**src/rtl/camera_capture_scheduler_pkg.sv**
```systemverilog
// Shared types and defaults for the camera capture scheduler: FSM encoding,
// image/crop geometry defaults and the derived crop pixel count.
package camera_capture_scheduler_pkg;

    typedef enum logic [2:0] {
        IDLE     = 3'd0,
        WAIT_VS  = 3'd1,
        WAIT_SOF = 3'd2,
        CAPTURE  = 3'd3,
        DONE     = 3'd4
    } state_t;

    localparam int DEF_IMG_W     = 640;
    localparam int DEF_IMG_H     = 480;
    localparam int DEF_CROP_X0   = 208;
    localparam int DEF_CROP_Y0   = 128;
    localparam int DEF_CROP_SIZE = 224;
    localparam int DEF_ADDR_W    = 16;

    // Coordinates are compared one bit wider than the reader indices so
    // CROP_X0 + CROP_SIZE never wraps.
    localparam int COORD_W = 11;

    function automatic int crop_pixels(input int size);
        return size * size;
    endfunction

    localparam int CROP_PIXELS = crop_pixels(DEF_CROP_SIZE);

endpackage

```
**src/rtl/camera_capture_scheduler_if.sv**
```systemverilog
// Control, pixel-stream and buffer-write signals of the capture scheduler.
// slave = the scheduler itself, master = camera reader / buffer consumer side.
interface camera_capture_scheduler_if #(
    parameter int ADDR_W = 16
);
    logic              i_start;
    logic              i_continuous;
    logic              i_vsync;
    logic              i_pixelValid;
    logic [15:0]       i_pixel;
    logic [9:0]        i_xIndex;
    logic [9:0]        i_yIndex;
    logic              o_wrEn;
    logic              o_wrBank;
    logic [ADDR_W-1:0] o_wrAddr;
    logic [15:0]       o_wrData;
    logic              o_frameDone;
    logic              o_doneBank;
    logic              i_release;
    logic              i_releaseBank;
    logic              o_busy;
    logic              o_error;

    modport master (
        output i_start, i_continuous, i_vsync, i_pixelValid, i_pixel,
               i_xIndex, i_yIndex, i_release, i_releaseBank,
        input  o_wrEn, o_wrBank, o_wrAddr, o_wrData, o_frameDone,
               o_doneBank, o_busy, o_error
    );

    modport slave (
        input  i_start, i_continuous, i_vsync, i_pixelValid, i_pixel,
               i_xIndex, i_yIndex, i_release, i_releaseBank,
        output o_wrEn, o_wrBank, o_wrAddr, o_wrData, o_frameDone,
               o_doneBank, o_busy, o_error
    );
endinterface

```
**src/rtl/camera_capture_scheduler_crop_window_filter.sv**
```systemverilog
// Registered crop-window decode and row-major write address counter.
// A pixel accepted on one cycle is written on the next.
module camera_capture_scheduler_crop_window_filter
    import camera_capture_scheduler_pkg::*;
#(
    parameter int IMG_W     = DEF_IMG_W,
    parameter int IMG_H     = DEF_IMG_H,
    parameter int CROP_X0   = DEF_CROP_X0,
    parameter int CROP_Y0   = DEF_CROP_Y0,
    parameter int CROP_SIZE = DEF_CROP_SIZE,
    parameter int ADDR_W    = DEF_ADDR_W
) (
    input  logic              i_pclk,
    input  logic              i_reset,
    input  logic              i_enable,
    input  logic              i_clear,
    input  logic              i_pixelValid,
    input  logic [15:0]       i_pixel,
    input  logic [9:0]        i_xIndex,
    input  logic [9:0]        i_yIndex,
    output logic              o_wrEn,
    output logic [ADDR_W-1:0] o_wrAddr,
    output logic [15:0]       o_wrData,
    output logic              o_lastWrite
);

    localparam logic [COORD_W-1:0] X_LO  = COORD_W'(CROP_X0);
    localparam logic [COORD_W-1:0] X_HI  = COORD_W'(CROP_X0 + CROP_SIZE);
    localparam logic [COORD_W-1:0] Y_LO  = COORD_W'(CROP_Y0);
    localparam logic [COORD_W-1:0] Y_HI  = COORD_W'(CROP_Y0 + CROP_SIZE);
    localparam logic [COORD_W-1:0] X_MAX = COORD_W'(IMG_W);
    localparam logic [COORD_W-1:0] Y_MAX = COORD_W'(IMG_H);
    localparam logic [ADDR_W-1:0]  LAST_ADDR = ADDR_W'(crop_pixels(CROP_SIZE) - 1);

    logic [COORD_W-1:0] x_col;
    logic [COORD_W-1:0] y_row;
    logic               in_window;
    logic               accept;

    logic               wr_en_reg;
    logic [ADDR_W-1:0]  wr_addr_reg;
    logic [15:0]        wr_data_reg;
    logic [ADDR_W-1:0]  count_reg;
    logic [ADDR_W-1:0]  count_next;

    // The reader has already bumped xIndex on the valid cycle; index 0
    // underflows to all-ones and lands outside any window.
    assign x_col = {1'b0, i_xIndex} - COORD_W'(1);
    assign y_row = {1'b0, i_yIndex};

    assign in_window = (x_col >= X_LO) && (x_col < X_HI) && (x_col < X_MAX) &&
                       (y_row >= Y_LO) && (y_row < Y_HI) && (y_row < Y_MAX);
    assign accept     = i_enable && i_pixelValid && in_window;
    assign count_next = count_reg + ADDR_W'(1);

    always_ff @(posedge i_pclk) begin
        if (i_reset) begin
            wr_en_reg   <= 1'b0;
            wr_addr_reg <= '0;
            wr_data_reg <= '0;
            count_reg   <= '0;
        end else if (i_clear) begin
            wr_en_reg <= 1'b0;
            count_reg <= '0;
        end else begin
            wr_en_reg <= accept;
            if (accept) begin
                wr_addr_reg <= count_reg;
                wr_data_reg <= i_pixel;
                count_reg   <= count_next;
            end
        end
    end

    assign o_wrEn      = wr_en_reg;
    assign o_wrAddr    = wr_addr_reg;
    assign o_wrData    = wr_data_reg;
    assign o_lastWrite = wr_en_reg && (wr_addr_reg == LAST_ADDR);

endmodule

```
**src/rtl/camera_capture_scheduler.sv**
```systemverilog
// Frame capture sequencer: arms on request, aligns to a frame boundary, crops
// a square window into one of two banks and hands full banks to the consumer.
module camera_capture_scheduler
    import camera_capture_scheduler_pkg::*;
#(
    parameter int IMG_W     = DEF_IMG_W,
    parameter int IMG_H     = DEF_IMG_H,
    parameter int CROP_X0   = DEF_CROP_X0,
    parameter int CROP_Y0   = DEF_CROP_Y0,
    parameter int CROP_SIZE = DEF_CROP_SIZE,
    parameter int ADDR_W    = DEF_ADDR_W
) (
    input  logic                       i_pclk,
    input  logic                       i_reset,
    camera_capture_scheduler_if.slave  bus
);

    state_t      state_reg;
    state_t      state_next;
    logic        wr_bank_reg;
    logic        wr_bank_next;
    logic [1:0]  full_reg;
    logic [1:0]  full_next;
    logic        pend_reg;
    logic        pend_next;

    logic [1:0]  rel_hit;
    logic [1:0]  set_hit;
    logic        cap_enable;
    logic        cap_clear;
    logic        frame_done;
    logic        short_frame;
    logic        last_write;

    logic              wr_en;
    logic [ADDR_W-1:0] wr_addr;
    logic [15:0]       wr_data;

    camera_capture_scheduler_crop_window_filter #(
        .IMG_W     (IMG_W),
        .IMG_H     (IMG_H),
        .CROP_X0   (CROP_X0),
        .CROP_Y0   (CROP_Y0),
        .CROP_SIZE (CROP_SIZE),
        .ADDR_W    (ADDR_W)
    ) u_filter (
        .i_pclk       (i_pclk),
        .i_reset      (i_reset),
        .i_enable     (cap_enable),
        .i_clear      (cap_clear),
        .i_pixelValid (bus.i_pixelValid),
        .i_pixel      (bus.i_pixel),
        .i_xIndex     (bus.i_xIndex),
        .i_yIndex     (bus.i_yIndex),
        .o_wrEn       (wr_en),
        .o_wrAddr     (wr_addr),
        .o_wrData     (wr_data),
        .o_lastWrite  (last_write)
    );

    // Release and completion never hit the same bank, so each flag can
    // apply both independently.
    for (genvar gi = 0; gi < 2; gi++) begin : g_bank
        assign rel_hit[gi]   = bus.i_release && (bus.i_releaseBank == 1'(gi));
        assign set_hit[gi]   = (state_reg == DONE) && (wr_bank_reg == 1'(gi));
        assign full_next[gi] = (full_reg[gi] & ~rel_hit[gi]) | set_hit[gi];
    end

    always_comb begin
        state_next   = state_reg;
        wr_bank_next = wr_bank_reg;
        pend_next    = pend_reg;
        cap_enable   = 1'b0;
        cap_clear    = 1'b0;
        frame_done   = 1'b0;
        short_frame  = 1'b0;
        case (state_reg)
            IDLE: begin
                if (bus.i_start || pend_reg || bus.i_continuous) begin
                    if (!full_reg[wr_bank_reg]) begin
                        state_next = WAIT_VS;
                        pend_next  = 1'b0;
                    end else begin
                        pend_next = pend_reg | bus.i_start;
                    end
                end
            end
            WAIT_VS: begin
                if (bus.i_vsync) state_next = WAIT_SOF;
            end
            WAIT_SOF: begin
                cap_clear = 1'b1;
                if (!bus.i_vsync) state_next = CAPTURE;
            end
            CAPTURE: begin
                // Pixels seen alongside vsync belong to a frame being abandoned.
                cap_enable = !bus.i_vsync;
                if (last_write) begin
                    state_next = DONE;
                end else if (bus.i_vsync) begin
                    short_frame = 1'b1;
                    state_next  = WAIT_SOF;
                end
            end
            DONE: begin
                frame_done   = 1'b1;
                wr_bank_next = ~wr_bank_reg;
                if (bus.i_continuous && !full_next[~wr_bank_reg]) state_next = WAIT_VS;
                else                                              state_next = IDLE;
            end
            default: state_next = IDLE;
        endcase
    end

    always_ff @(posedge i_pclk) begin
        if (i_reset) begin
            state_reg   <= IDLE;
            wr_bank_reg <= 1'b0;
            full_reg    <= 2'b00;
            pend_reg    <= 1'b0;
        end else begin
            state_reg   <= state_next;
            wr_bank_reg <= wr_bank_next;
            full_reg    <= full_next;
            pend_reg    <= pend_next;
        end
    end

    assign bus.o_wrEn      = wr_en;
    assign bus.o_wrBank    = wr_bank_reg;
    assign bus.o_wrAddr    = wr_addr;
    assign bus.o_wrData    = wr_data;
    assign bus.o_frameDone = frame_done;
    assign bus.o_doneBank  = frame_done & wr_bank_reg;
    assign bus.o_busy      = (state_reg != IDLE);
    assign bus.o_error     = short_frame;

endmodule

```
**src/flat_wrapper.sv**
```systemverilog
// flat-port wrapper written by rule: the top's interface ports become plain ports
module camera_capture_scheduler_flat import camera_capture_scheduler_pkg::*;
#(
    parameter int IMG_W     = DEF_IMG_W,
    parameter int IMG_H     = DEF_IMG_H,
    parameter int CROP_X0   = DEF_CROP_X0,
    parameter int CROP_Y0   = DEF_CROP_Y0,
    parameter int CROP_SIZE = DEF_CROP_SIZE,
    parameter int ADDR_W    = DEF_ADDR_W
)
  (i_pclk, i_reset, bus_i_start, bus_i_continuous, bus_i_vsync, bus_i_pixelValid, bus_i_pixel, bus_i_xIndex, bus_i_yIndex, bus_i_release, bus_i_releaseBank, bus_o_wrEn, bus_o_wrBank, bus_o_wrAddr, bus_o_wrData, bus_o_frameDone, bus_o_doneBank, bus_o_busy, bus_o_error);
  camera_capture_scheduler_if #(.ADDR_W(ADDR_W)) bus_i ();
  input  logic i_pclk;
  input  logic i_reset;
  input wire logic [$bits(bus_i.i_start)-1:0] bus_i_start;
  input wire logic [$bits(bus_i.i_continuous)-1:0] bus_i_continuous;
  input wire logic [$bits(bus_i.i_vsync)-1:0] bus_i_vsync;
  input wire logic [$bits(bus_i.i_pixelValid)-1:0] bus_i_pixelValid;
  input wire logic [$bits(bus_i.i_pixel)-1:0] bus_i_pixel;
  input wire logic [$bits(bus_i.i_xIndex)-1:0] bus_i_xIndex;
  input wire logic [$bits(bus_i.i_yIndex)-1:0] bus_i_yIndex;
  input wire logic [$bits(bus_i.i_release)-1:0] bus_i_release;
  input wire logic [$bits(bus_i.i_releaseBank)-1:0] bus_i_releaseBank;
  output wire logic [$bits(bus_i.o_wrEn)-1:0] bus_o_wrEn;
  output wire logic [$bits(bus_i.o_wrBank)-1:0] bus_o_wrBank;
  output wire logic [$bits(bus_i.o_wrAddr)-1:0] bus_o_wrAddr;
  output wire logic [$bits(bus_i.o_wrData)-1:0] bus_o_wrData;
  output wire logic [$bits(bus_i.o_frameDone)-1:0] bus_o_frameDone;
  output wire logic [$bits(bus_i.o_doneBank)-1:0] bus_o_doneBank;
  output wire logic [$bits(bus_i.o_busy)-1:0] bus_o_busy;
  output wire logic [$bits(bus_i.o_error)-1:0] bus_o_error;
  assign bus_i.i_start = bus_i_start;
  assign bus_i.i_continuous = bus_i_continuous;
  assign bus_i.i_vsync = bus_i_vsync;
  assign bus_i.i_pixelValid = bus_i_pixelValid;
  assign bus_i.i_pixel = bus_i_pixel;
  assign bus_i.i_xIndex = bus_i_xIndex;
  assign bus_i.i_yIndex = bus_i_yIndex;
  assign bus_i.i_release = bus_i_release;
  assign bus_i.i_releaseBank = bus_i_releaseBank;
  assign bus_o_wrEn = bus_i.o_wrEn;
  assign bus_o_wrBank = bus_i.o_wrBank;
  assign bus_o_wrAddr = bus_i.o_wrAddr;
  assign bus_o_wrData = bus_i.o_wrData;
  assign bus_o_frameDone = bus_i.o_frameDone;
  assign bus_o_doneBank = bus_i.o_doneBank;
  assign bus_o_busy = bus_i.o_busy;
  assign bus_o_error = bus_i.o_error;
  camera_capture_scheduler #(.IMG_W(IMG_W), .IMG_H(IMG_H), .CROP_X0(CROP_X0), .CROP_Y0(CROP_Y0), .CROP_SIZE(CROP_SIZE), .ADDR_W(ADDR_W)) u_core (.i_pclk(i_pclk), .i_reset(i_reset), .bus(bus_i));
endmodule
```
**config.mk**
```make
export PLATFORM = sky130hd
export DESIGN_NAME = camera_capture_scheduler_flat
export DESIGN_NICKNAME = d
export VERILOG_FILES = /design/src/rtl/camera_capture_scheduler_pkg.sv /design/src/rtl/camera_capture_scheduler_if.sv /design/src/rtl/camera_capture_scheduler_crop_window_filter.sv /design/src/rtl/camera_capture_scheduler.sv /design/src/flat_wrapper.sv
export SDC_FILE = /design/constraint.sdc
export NUM_CORES = 1
export LEC_CHECK = 0
export BUFFER_PORTS_ARGS = -buffer_cell sky130_fd_sc_hd__buf_2
export CAP_MARGIN = 25
export CORE_UTILIZATION = 47
export DETAILED_ROUTE_END_ITERATION = 7
export PLACE_DENSITY_LB_ADDON = 0.05
export SYNTH_ARGS = -nofsm -noshare
export SYNTH_HDL_FRONTEND = slang
export SYNTH_HIERARCHICAL = 1
export SYNTH_SLANG_ARGS = --single-unit
```
**constraint.sdc**
```tcl
create_clock -name i_pclk -period 1.86 [get_ports i_pclk]
set_clock_uncertainty 0.1 [all_clocks]
set_input_delay 0.372 -clock i_pclk [delete_from_list [all_inputs] [get_ports i_pclk]]
set_output_delay 0.372 -clock i_pclk [all_outputs]
set_load 0.02 [all_outputs]
```
==> results.py <==
metrics = {
    "place": {
        "portBuffers": 76,
        "place_area_um2": 3590,
        "dpl.cell_count": 474,
        "dpl.hpwl_um": 4570,
        "gp_congestion": 0.754,
        "dp_slack_ns": -0.296,
    },
    "clocking": {
        "clockBufferDepth": 2,
        "htreeDepth": 2,
        "clockRootBuffer": "clkbuf_8",
        "clk_pin_slew_ns": 0.10,
        "clock_latency_ns": 0.31,
        "cts_tree": "built",
        "hold_buffers": 0,
        "cts_buffers": 5,
        "cts.sinks": 56,
    },
    "timing": {
        "timing.final.ws_setup_ns": -0.328,
        "slew_violations": 0,
        "holdWs_ns": 0.207,
        "fmax_ghz": 0.457,
        "hold_viol_final": 0,
        "setup_viol": 49,
        "rsz0062_at_grt": "yes",
        "relSlewSlack": 0.634,
        "min_period_over_period": 1.18,
        "worst_pin_slew_ns": 0.547,
        "layout_min_cycle_time_ns": 2.19,
    },
    "worst_setup_path": {
        "crit_fanout": 2,
        "cp-startpoint": "u_core/u_filter/o_wrAddr[4]$_SDFFE_PP0P_",
        "critPathLaunchType": "register",
        "cp_cell_sequence": "nand4_1 -> nor4_2 -> nand4_1 -> nor4b_4 -> nor3_1 -> buf_2",
        "critPathSlowestCell": "dfxtp_2",
        "arrival_ns": 1.72,
        "cpMostUsedCell": "nand4_1",
        "cpPeakStageDelay_ns": 0.35,
        "critPathKind": "register to output port",
        "end_kind": "output port",
        "worstPathRequired_ns": 1.39,
        "reg2reg_from": "u_core/state_reg[2]$_SDFFE_PP0P_",
    },
    "die": {
        "initial_core_util": 0.498,
        "row_count": 27,
        "dieArea_um2": 6260,
        "die_w_um": 79.1,
        "ios": 82,
        "die_h_um": 79.1,
        "coreArea_um2": 5610,
    },
    "grt": {
        "grt.total_usage": 0.248,
        "antenna_found_initial": 0,
        "grt_max_degree": 36,
        "grt_overflow": 0,
        "grt_pass1_vias": 2517,
        "grt_pass1_wl_um": 12100,
    },
    "job": {
        "cap_violations": 0,
    },
    "logic_synthesis": {
        "ys_seq_elements": 56,
        "synthArstFlopShare": 0,
        "synthDistinctLibCells": 45,
        "seq_area_frac_synth": 0.401,
        "postSynthCellCount": 305,
        "syn_area_um2": 2800,
        "syn_nets": 350,
        "ys_warn_count": 6,
        "netlist.area_leader.share": 0.401,
        "synth_top_area_cell": "dfxtp_1",
        "synth_edf_count": 0,
        "syn_avg_cell_area_um2": 9.16,
        "synth_flop_cell": "dfxtp_1",
        "yosys-top-cells-area": "dfxtp_1 40%, nand2b_1 15%, mux2i_1 14%",
    },
    "route": {
        "drt_wl_total_um": 7550,
        "ant_nets": 0,
        "avgViaCountPerCell": 5.23,
        "num_vias": 2639,
        "dr.pass1.iters": 4,
        "drt_iter0_drc": 127,
        "avgRoutedWirePerCell_um": 14.9,
        "drc_errors": 0,
    },
    "cells_and_area": {
        "final_cells": 505,
        "fin_nets": 478,
        "area_growth_pct": 50.0,
        "drive_gt1_frac": 0.471,
        "antenna_cells": 0,
        "design_area_um2": 4190,
    },
    "power_and_ir_drop": {
        "power_switching_uw": 544,
        "intPower_uw": 1610,
        "power_switching_share": 0.253,
        "ir_drop_mv": 0.383,
        "combPwrFrac": 0.130,
        "p_leak_uw": 0.00166,
        "pwr-share-clk": 0.307,
        "power.density_nw_per_um2": 514,
        "p_seq_frac": 0.563,
        "total_power_uw": 2160,
    },
    "outcome": {
        "status": "finished, violations left",
        "violations": "negative setup slack",
    },
    "min_path": {
        "hold_start": "bus_i_pixel[15]",
        "min_path_type": "input pin to register",
    },
}
## through the flow
step,utilization,setup TNS [ns]
after global placement,0.641,-9.02
after detailed placement,0.641,-9.50
after CTS,0.724,-7.78
after global routing,0.747,-10.97
after floorplan,-,-1.47
final,0.747,-5.26
## power by group through the flow
stage | Combinational, uW | Sequential (uW) | Clock (uW)
floorplan | 148 | 1240 | 0
global placement | 240 | 1240 | 0
detailed placement | 247 | 1240 | 0
CTS | 261 | 1210 | 677
global route | 304 | 1220 | 730
finish | 279 | 1210 | 662
## placed cells by master, fill, tap and decap left out, drive strengths merged
cell type    n
a211oi       1
a21o         1
a21oi       16
a221oi       1
a22oi        1
a31oi        1
and2         1
and3         2
and4         2
buf        142
clkbuf       6
dfxtp       56
ha           1
inv          8
mux2         1
mux2i       38
nand2       19
nand2b      65
nand3        6
nand3b       2
nand4        6
nor2         7
nor3         5
nor3b        2
nor4         6
nor4b        2
o2111ai      1
o21ai        3
o21ba        1
o311ai       2
o31ai        7
o41ai        2
or2          1
or3          8
or3b         2
or4          7
xnor2        1
## Yosys cell counts, types with 2 or more instances
| library cell | number |
|---|---|
| o311ai_0 | 2 |
| and4_1 | 2 |
| dfxtp_1 | 56 |
| or4_1 | 7 |
| inv_1 | 7 |
| nor4_1 | 5 |
| nand2_1 | 18 |
| nand3b_1 | 2 |
| or3b_1 | 2 |
| a21oi_1 | 16 |
| or3_1 | 8 |
| nand2b_1 | 65 |
| nor3b_1 | 2 |
| nor2_1 | 6 |
| clkbuf_1 | 14 |
| nand4_1 | 6 |
| mux2i_1 | 38 |
| o31ai_1 | 7 |
| nand3_1 | 6 |
| buf_2 | 2 |
| nor3_1 | 4 |
| o21ai_0 | 3 |
| buf_4 | 3 |
| buf_6 | 3 |
## layout make-up
type,instances,area [um2]
clock buffer,6,72.6
clock inverter,1,8.76
tap,72,90.1
timing repair buffer,142,1040
inverter,7,26.3
sequential,56,1130
multi-input combinational,221,1820
fill,420,1420
## routing by layer
metal	track usage	wire length (um)	vias up
met3	0.0437	307	9
met2	0.428	3780	54
li1	-	-	1329
met1	0.313	3380	1247
met4	0.0764	82	0
met5	0	0	-
## worst max-delay path: cells and delay by family, from the launching register on
family	cells	cell delay, ns
buffers and inverters	1	0.17
and+or+nand+nor	5	0.89
DFF	1	0.35
## logic make-up (layout without fill, tap and decap cells)
family / count (synthesis) / in the layout / share of synthesized area
AOI/OAI and AO/OA: 37 / 37 / 0.0909
and+or+nand+nor: 142 / 143 / 0.308
adders and majority gates: 1 / 1 / 0.00448
buffers and inverters: 29 / 156 / 0.0519
xor gates and xnor gates: 1 / 1 / 0.00313
DFF: 56 / 56 / 0.401
muxes: 39 / 39 / 0.140
## timing repair
item | CTS | global route
setup endpoints to repair | 53 | 55
setup buffers | 19 | 8
cloned | 4 | 0
pin swaps | 22 | 16
resized for setup | 41 | 35
## final timing paths
| path | depth (start not counted) | slack, ns | endpoint |
|---|---|---|---|
| hold reg to reg | 2 | 0.38 | u_core/u_filter/o_wrData[13]$_SDFFE_PP0P_ |
| setup reg to reg | 10 | -0.28 | u_core/u_filter/count_reg[7]$_SDFFE_PP0P_ |
| setup / recovery | 6 | -0.33 | bus_o_error |
| hold / removal | 3 | 0.21 | u_core/u_filter/o_wrData[15]$_SDFFE_PP0P_ |
(Power assumes the default switching activity.)
